===== config.mk =====
export PLATFORM = sky130hd
export DESIGN_NAME = conv5_seq_ctrl
export DESIGN_NICKNAME = d
export VERILOG_FILES = /design/src/rtl/conv5_seq_ctrl.sv
export SDC_FILE = /design/constraint.sdc
export NUM_CORES = 1
export LEC_CHECK = 0
export ABC_CLOCK_PERIOD_IN_PS = 2850
export CORE_AREA = 2 2 78 80
export DETAILED_ROUTE_END_ITERATION = 12
export DIE_AREA = 0 0 80 82
export PLACE_DENSITY_LB_ADDON = 0.08
export REMOVE_ABC_BUFFERS = 1
export SKIP_CTS_REPAIR_TIMING = 1
export SLEW_MARGIN = 20
export SYNTH_ARGS = -nofsm -noshare
export SYNTH_HDL_FRONTEND = slang
export SYNTH_SLANG_ARGS = --single-unit

===== constraint.sdc =====
create_clock -name clk -period 2.85 [get_ports clk]
set_clock_uncertainty 0.05 [all_clocks]
set_input_delay 0.57 -clock clk [delete_from_list [all_inputs] [get_ports clk]]
set_output_delay 0.57 -clock clk [all_outputs]
set_load 0.03 [all_outputs]

===== src/rtl/conv5_seq_ctrl.sv =====
`default_nettype none
// ============================================================================
//  Module      : conv5_seq_ctrl
//  Description : Sequencer for the 5x5 convolution datapath. On start it
//                reads the kernel rows into the datapath, then streams the
//                image one 5-pixel column per cycle, band by band. Every
//                column that completes a window is tagged with its output
//                (row, col). The tag travels down a latency pipeline matched
//                to the datapath so it appears next to the result.
//  Ports       : clk, rst            - clock, synchronous active-high reset
//                start               - begin a frame (IDLE only)
//                busy, done          - frame in progress / end-of-frame pulse
//                kern_rd_en/addr     - kernel buffer row read
//                img_rd_en/row/col   - image column read (top row of band)
//                conv_kernel_load    - datapath kernel_load
//                conv_valid_in       - datapath valid_in
//                conv_valid_out      - datapath valid_out
//                res_valid/row/col   - tagged result qualifier
//  Revision    : 1.0 - initial release
// ============================================================================
module conv5_seq_ctrl #(
    parameter int KERNEL_SIZE = 5,
    parameter int IMG_SIZE    = 32,
    parameter int RES_LAT     = 2,
    parameter int ADDR_W      = 6
) (
    input  logic              clk,
    input  logic              rst,
    input  logic              start,
    output logic              busy,
    output logic              done,
    output logic              kern_rd_en,
    output logic [2:0]        kern_addr,
    output logic              img_rd_en,
    output logic [ADDR_W-1:0] img_row,
    output logic [ADDR_W-1:0] img_col,
    output logic              conv_kernel_load,
    output logic              conv_valid_in,
    output logic              conv_valid_out,
    output logic              res_valid,
    output logic [ADDR_W-1:0] res_row,
    output logic [ADDR_W-1:0] res_col
);

    localparam int c_LAST_K   = KERNEL_SIZE - 1;
    localparam int c_LAST_ROW = IMG_SIZE - KERNEL_SIZE;
    localparam int c_LAST_COL = IMG_SIZE - 1;

    typedef enum logic [2:0] {
        S_IDLE   = 3'd0,
        S_KLOAD  = 3'd1,
        S_STREAM = 3'd2,
        S_DRAIN  = 3'd3,
        S_DONE   = 3'd4
    } state_t;

    state_t              r_state;
    state_t              w_next;

    logic [2:0]          r_kcnt;
    logic [ADDR_W-1:0]   r_row;
    logic [ADDR_W-1:0]   r_col;

    logic                r_kload_d;
    logic                r_vin_d;

    // Tag stage aligned with conv_valid_in of the fetch that closes a window.
    logic                r_tap_v;
    logic [ADDR_W-1:0]   r_tap_row;
    logic [ADDR_W-1:0]   r_tap_col;

    // RES_LAT-deep tag pipeline; the last stage lines up with valid_out.
    logic [RES_LAT-1:0]  r_pipe_v;
    logic [ADDR_W-1:0]   r_pipe_row [RES_LAT];
    logic [ADDR_W-1:0]   r_pipe_col [RES_LAT];

    logic                r_res_v;
    logic [ADDR_W-1:0]   r_res_row;
    logic [ADDR_W-1:0]   r_res_col;

    logic                w_k_last;
    logic                w_col_last;
    logic                w_row_last;
    logic                w_win;
    logic                w_inflight;

    assign w_k_last   = (r_kcnt == 3'(c_LAST_K));
    assign w_col_last = (r_col == ADDR_W'(c_LAST_COL));
    assign w_row_last = (r_row == ADDR_W'(c_LAST_ROW));
    // Columns left of KERNEL_SIZE-1 still hold pixels of the previous band.
    assign w_win      = (r_state == S_STREAM) && (r_col >= ADDR_W'(c_LAST_K));
    // res_valid of the final tag is the cycle where this first drops to 0.
    assign w_inflight = r_tap_v | (|r_pipe_v);

    always_comb begin
        w_next           = r_state;
        busy             = 1'b0;
        done             = 1'b0;
        kern_rd_en       = 1'b0;
        img_rd_en        = 1'b0;
        case (r_state)
            S_IDLE: begin
                if (start) w_next = S_KLOAD;
            end
            S_KLOAD: begin
                busy       = 1'b1;
                kern_rd_en = 1'b1;
                if (w_k_last) w_next = S_STREAM;
            end
            S_STREAM: begin
                busy      = 1'b1;
                img_rd_en = 1'b1;
                if (w_row_last && w_col_last) w_next = S_DRAIN;
            end
            S_DRAIN: begin
                busy = 1'b1;
                if (!w_inflight) w_next = S_DONE;
            end
            S_DONE: begin
                done   = 1'b1;
                w_next = S_IDLE;
            end
            default: w_next = S_IDLE;
        endcase
    end

    assign kern_addr        = r_kcnt;
    assign img_row          = r_row;
    assign img_col          = r_col;
    assign conv_kernel_load = r_kload_d;
    assign conv_valid_in    = r_vin_d;
    assign conv_valid_out   = r_pipe_v[RES_LAT-1];
    assign res_valid        = r_res_v;
    assign res_row          = r_res_row;
    assign res_col          = r_res_col;

    always_ff @(posedge clk) begin
        if (rst) begin
            r_state   <= S_IDLE;
            r_kcnt    <= '0;
            r_row     <= '0;
            r_col     <= '0;
            r_kload_d <= 1'b0;
            r_vin_d   <= 1'b0;
            r_tap_v   <= 1'b0;
            r_tap_row <= '0;
            r_tap_col <= '0;
            r_pipe_v  <= '0;
            for (int i = 0; i < RES_LAT; i++) begin
                r_pipe_row[i] <= '0;
                r_pipe_col[i] <= '0;
            end
            r_res_v   <= 1'b0;
            r_res_row <= '0;
            r_res_col <= '0;
        end else begin
            r_state <= w_next;

            if (r_state == S_KLOAD && !w_k_last) r_kcnt <= r_kcnt + 3'd1;
            else                                 r_kcnt <= '0;

            if (r_state == S_STREAM) begin
                if (w_col_last) begin
                    r_col <= '0;
                    r_row <= w_row_last ? '0 : r_row + ADDR_W'(1);
                end else begin
                    r_col <= r_col + ADDR_W'(1);
                end
            end else begin
                r_row <= '0;
                r_col <= '0;
            end

            r_kload_d <= kern_rd_en;
            r_vin_d   <= kern_rd_en | img_rd_en;

            r_tap_v   <= w_win;
            r_tap_row <= r_row;
            r_tap_col <= r_col - ADDR_W'(c_LAST_K);

            r_pipe_v[0]   <= r_tap_v;
            r_pipe_row[0] <= r_tap_row;
            r_pipe_col[0] <= r_tap_col;
            for (int i = 1; i < RES_LAT; i++) begin
                r_pipe_v[i]   <= r_pipe_v[i-1];
                r_pipe_row[i] <= r_pipe_row[i-1];
                r_pipe_col[i] <= r_pipe_col[i-1];
            end

            r_res_v <= r_pipe_v[RES_LAT-1];
            if (r_pipe_v[RES_LAT-1]) begin
                r_res_row <= r_pipe_row[RES_LAT-1];
                r_res_col <= r_pipe_col[RES_LAT-1];
            end
        end
    end

endmodule
`default_nettype wire


==> flow_summary.ini, run 1 <==
[flow_run]
number_of_max_capacitance_violations_reported = 0

[synthesis]
adder_cell_fraction_of_synth_area_pct = 4.028
post_synth_num_cell_types = 33
synth_common_cells = dfxtp_1 (72), nor2_1 (38), nor2b_1 (33)
synth_warn = 0
synthSimpleGateAreaFrac_pct = 22.16
synth.largest_area_cell = dfxtp_1
synthMostInstantiatedCell = dfxtp_1
synth_cells = 232
synth-compound-area-share_pct = 2.014
largest_cells_by_area_after_synthesis = dfxtp_1 (58%), nor2b_1 (8.3%), nor2_1 (5.7%), mux2i_1 (5.2%), ha_1 (4.0%)
synth_edf_count = 0
area_fraction_of_the_dominant_cell_type_after_synthesis_pct = 58.01
main_combinational_cell_family_by_area_after_synthesis = simple AND/OR/NAND/NOR gates
async_reset_ff_share_pct = 0
synth-seq-cells = 72
synth-seq-area-share_pct = 58.01
post_synth_xor_area_fraction_pct = 4.230
multiplexer_area_fraction_after_synthesis_pct = 5.237
syn_avg_cell_area_um2 = 10.71
post_synth_instance_area_um2 = 2485
synthFlopType = dfxtp_1

[layout]
final_cell_count_no_fill = 353
count_of_antenna_diodes_in_the_layout = 0
share_of_final_layout_standard_cells_stronger_than_drive_strength_1_pct = 9.712
post-route-cell-area_um2 = 3067
fillers = 542
fin_nets = 284
layout-area-overhead-vs-synth_pct = 23.41
post-route-util_pct = 53.38

[sta]
setup-tns-final_ns = 0
finalMaxSlewViolations = 0
layout_min_cycle_time_ns = 2.478
max_freq_mhz = 403.5
rsz0062_at_grt = no
worst_slew_margin_rel_pct = 69.34
final_min_period_over_clock_period_pct = 86.95
report.final.setup_viol = 0
max_slew.worst_pin.slew_ns = 0.4600
whs_ns = 0.3845
timing_hold_violations_final = 0

[global_route]
globalRouteTotalUtil_pct = 12.63
grt_first_pass_wirelength_um = 6216
grt-ovfl-total = 0
antenna_found_initial = 0
largest_net_degree_at_the_start_of_global_routing = 27
vias_in_the_first_global_route = 1391

[floorplanning]
pin_count = 38
die_h_um = 82
die_area_um2 = 6560
core.rowCount = 28
fp.dieW_um = 80
initial_core_util_pct = 43.25
core_um2 = 5746

[clocking]
clk-insertion-delay-late_ns = 0.32
clk_path_buf_depth = 2
cts.sink_count = 72
path_clk_slew_ns = 0.07
clockRootBuffer = clkbuf_8
h-tree-depth = 3
cts-buffers-inserted = 9
cts_tree = yes

[power_and_ir_drop]
p_seq_share_pct = 54.9
share_comb_of_total_power_pct = 8.9
internal-power_mw = 1.435
power_per_cell_area_nw_per_um2 = 623.6
total_leakage_power_nw = 1.145
power.switching_uw = 477.0
vdd_drop_max_uv = 379.9
power.share.switching_pct = 24.94
p_clk_share_pct = 36.1

[route]
iteration_0_drc_markers = 31
via_per_inst = 4.351
wl_per_cell_um = 10.66
detailed_routing_iteration_count_for_the_pre_antenna_repair_pass = 4
route.antenna.remaining_nets = 0
route.vias.total = 1536
drt_drc_violations_left = 0
drt_wl_total_um = 3762

[critical_path]
worst_r2r_path_depth = 5
crit_required_ns = 2.23
end_kind = primary output
crit_arrival_ns = 1.86
setup.worst_path.class = reg -> out
timing.critical_path.from_type = register
crit_path_max_fanout = 5

[min_path]
min_path_type = reg -> reg
hold_path_depth = 1

[placement]
placed_instance_area_um2 = 2893
dp_hpwl_um = 2485
numPortBuffers = 37
place_inst = 337
globalplace.congestion = 0.7721

[outcome]
run_status = completed
sequential cells by signal (all words and copies together) (netlist names), 6 cells and up:
name and cells:
res_row 6, img_col 6, r_tap_row 6, r_tap_col 6, res_col 6, r_pipe_col 12, img_row 6, r_pipe_row 12
final timing paths:
| kind | start | endpoint | slack [ns] |
|---|---|---|---|
| worst max-delay path | r_state[1] | kern_rd_en | 0.37 |
| worst min-delay path | r_tap_row[3] | r_pipe_row[0][3] | 0.38 |
| worst max register to register | img_col[2] | r_state[0] | 0.94 |
| worst min register to register | r_tap_row[3] | r_pipe_row[0][3] | 0.38 |
layer usage:
| layer | up-vias | wire length [µm] | global-route usage [%] |
|---|---|---|---|
| li1 | 817 | - | - |
| met1 | 674 | 1918 | 16.22 |
| met2 | 35 | 1612 | 19.08 |
| met3 | 10 | 138 | 2.967 |
| met4 | 0 | 92 | 8.136 |
| met5 | - | 0 | 0 |
critical path, stage by stage (launching register included):
cell and delay [ns]:
dfxtp_1 0.34, or2_2 0.36, nor2_1 0.14, clkdlybuf4s50_1 0.69
logic make-up after synthesis:
kind of cell | Yosys count
AOI/OAI and AO/OA | 5
xor gates and xnor gates | 12
adders and majority gates | 8
buffers and inverters | 19
DFF | 72
muxes | 13
and+or+nand+nor | 103
cell usage in the layout, fill, tap and decap left out, types with 2 or more instances in the layout:
| cell | netlist | routed |
|---|---|---|
| clkinv_2 | 0 | 2 |
| buf_4 | 0 | 3 |
| ha_1 | 8 | 8 |
| and3_1 | 3 | 3 |
| dfxtp_1 | 72 | 72 |
| clkdlybuf4s50_1 | 0 | 36 |
| clkinvlp_4 | 0 | 3 |
| clkbuf_8 | 2 | 10 |
| nand4_1 | 2 | 2 |
| nand2_1 | 7 | 7 |
| inv_1 | 9 | 9 |
| nor2_1 | 38 | 38 |
| xnor2_1 | 6 | 6 |
| nor2b_1 | 33 | 33 |
| nor3_1 | 7 | 7 |
| xor2_1 | 6 | 6 |
| nand2b_1 | 2 | 2 |
| mux2i_1 | 13 | 13 |
per-stage QoR:
stage | power [mW] | setup slack (ns)
after floorplan | 1.174 | 0.9127
after detailed placement | 1.244 | 0.7450
after global routing | 1.997 | 0.2833
after CTS | 1.943 | 0.3709
final | 1.912 | 0.3719
after global placement | 1.244 | 0.7401
power groups by stage:
stage	registers, mW	logic [mW]	clock network (mW)
global placement	1.07	0.172	0
CTS	1.05	0.173	0.721
floorplan	1.09	0.0885	0
finish	1.05	0.171	0.691
global route	1.05	0.188	0.756
detailed placement	1.07	0.172	0
area by class of cell:
cell class	count	area, µm²	area share, %
Sequential cell	72	1441	47.00
Multi-Input combinational cell	141	935.9	30.52
Timing Repair Buffer	40	387.9	12.65
Clock buffer	11	141.4	4.610
Tap cell	75	93.84	3.060
Inverter	9	33.78	1.102
Clock inverter	5	32.53	1.061
Note: power is estimated with default switching activity, not from simulation.
==> run 2: changes to the inputs <==
SLEW_MARGIN = 40   (was 20)
==> results of run 2 <==
The final DEF is identical to that of run 1; final timing and power are the same.
==> run 3: changes to the inputs <==
REMOVE_ABC_BUFFERS = unset   (was 1)
==> flow_summary.ini, run 3 (synthesis gave the netlist of run 1 again) <==
[outcome]
run_status = completed

[layout]
fin_nets = 283
regArea_um2 = 1441
footprint_of_the_multi_input_gates_um2 = 935.9
most_used_cells_in_the_layout_excluding_fill_and_tap_cells = dfxtp_1 (72), nor2_1 (38), clkdlybuf4s50_1 (36)
post-route-cell-area_um2 = 3083
post-route-util_pct = 53.66
count_of_antenna_diodes_in_the_layout = 0
share_of_final_layout_standard_cells_stronger_than_drive_strength_1_pct = 9.386
layout-area-overhead-vs-synth_pct = 24.07
layout_top_registers = r_pipe_col x12, r_pipe_row x12
fillers = 548
mostFrequentLayoutCell = dfxtp_1

[route]
drt_wl_total_um = 3746
iteration_0_drc_markers = 42
wl_per_cell_um = 10.64
via_per_inst = 4.307
route.vias.total = 1516
detailed_routing_iteration_count_for_the_pre_antenna_repair_pass = 2
drt_drc_violations_left = 0
route.antenna.remaining_nets = 0

[placement]
globalplace.congestion = 0.8111
placed_instance_area_um2 = 2885
numPortBuffers = 37
dp_hpwl_um = 2428

[critical_path]
crit_family = buffers and inverters
crit_required_ns = 2.23
critical-path-slowest-cell = clkdlybuf4s50_1
crit_path_max_fanout = 5
crit_arrival_ns = 1.84
critical-path-max-stage-delay_ns = 0.69
setup.worst_path.class = reg -> out
timing.critical_path.from_type = register
end_kind = primary output
worstPathBufferInverterCount = 1
worstPathCellList = or2_2 > nor2_1 > clkdlybuf4s50_1

[sta]
max_freq_mhz = 406.4
layout_min_cycle_time_ns = 2.461
max_slew.worst_pin.slew_ns = 0.4912
timing_hold_violations_final = 0
report.final.setup_viol = 0
setup-tns-final_ns = 0
finalMaxSlewViolations = 0
worst_slew_margin_rel_pct = 67.25
rsz0062_at_grt = no
final_min_period_over_clock_period_pct = 86.35
whs_ns = 0.3816

[floorplanning]
pin_count = 38
fp.dieW_um = 80
initial_core_util_pct = 43.25
die_h_um = 82
core.rowCount = 28
die_area_um2 = 6560
core_um2 = 5746

[global_route]
vias_in_the_first_global_route = 1380
grt_first_pass_wirelength_um = 6320
antenna_found_initial = 0
largest_net_degree_at_the_start_of_global_routing = 53
grt-ovfl-total = 0
globalRouteTotalUtil_pct = 12.92

[power_and_ir_drop]
power_per_cell_area_nw_per_um2 = 649.0
total_leakage_power_nw = 1.158
vdd_drop_max_uv = 300.9

[clocking]
clk-insertion-delay-late_ns = 0.33
cts.sink_count = 72
path_clk_slew_ns = 0.07
clk_path_buf_depth = 2
cts-buffers-inserted = 9
h-tree-depth = 3
cts_tree = yes
clockRootBuffer = clkbuf_8

[flow_run]
number_of_max_capacitance_violations_reported = 0

[min_path]
min_path_type = reg -> reg

[synthesis]
synth_nets = 243
[run 3: changes by cell type in the layout (fill, tap and decap cells not counted)]
| cell | delta |
|---|---|
| bufinv_16 | +1 |
| clkinv_4 | +1 |
| buf_4 | -1 |
| clkinvlp_4 | -2 |
[run 3: layer usage]
metal  up-vias  GRT usage, %  routed length, µm
met3         9         3.736                146
met4         0         9.661                 95
met2        30         17.42               1523
met1       655         17.32               1981
met5         -             0                  0
li1        822             -                  -
[run 3: final cells by class]
type	instances	area share, %
clock buffers	11	4.586
clock inverters	5	1.826
inverters	9	1.096
multi-input cells	141	30.36
flip-flops and latches	72	46.75
well taps	75	3.044
repair buffers	39	12.34
[run 3: worst reg2reg max path, cell delays in order (launching register included)]
cell      delay [ns]
dfxtp_1         0.51
ha_1            0.22
and4b_1         0.44
nand3_4         0.12
a2111o_1        0.44
a21oi_2         0.11
[run 3: path summary, 6_finish.rpt]
kind                       to    startpoint  slack [ns]  cells after the start
min reg2reg  r_pipe_row[0][4]  r_tap_row[4]        0.38                      1
max                kern_rd_en    r_state[1]        0.39                      3
max reg2reg        r_state[0]    img_col[2]        0.91                      5
min          r_pipe_row[0][4]  r_tap_row[4]        0.38                      1
[run 3: where the power goes]
| group | total [mW] | internal [mW] | switching [mW] |
|---|---|---|---|
| Clock | 0.784 | 0.427 | 0.357 |
| Sequential | 1.05 | 1.03 | 0.0188 |
| Combinational | 0.168 | 0.0678 | 0.100 |
| Total | 2.00 | 1.53 | 0.476 |
[run 3: per-stage QoR]
stage | worst slack [ns] | power [mW] | instances
6_report | 0.3891 | 2.001 | 352
5_1_grt | 0.3108 | 2.089 | 352
4_1_cts | 0.3649 | 2.029 | 352
3_5_place_dp | 0.7425 | 1.243 | 336
3_3_place_gp | 0.7502 | 1.243 | 336
2_1_floorplan | 0.9907 | 1.194 | 232
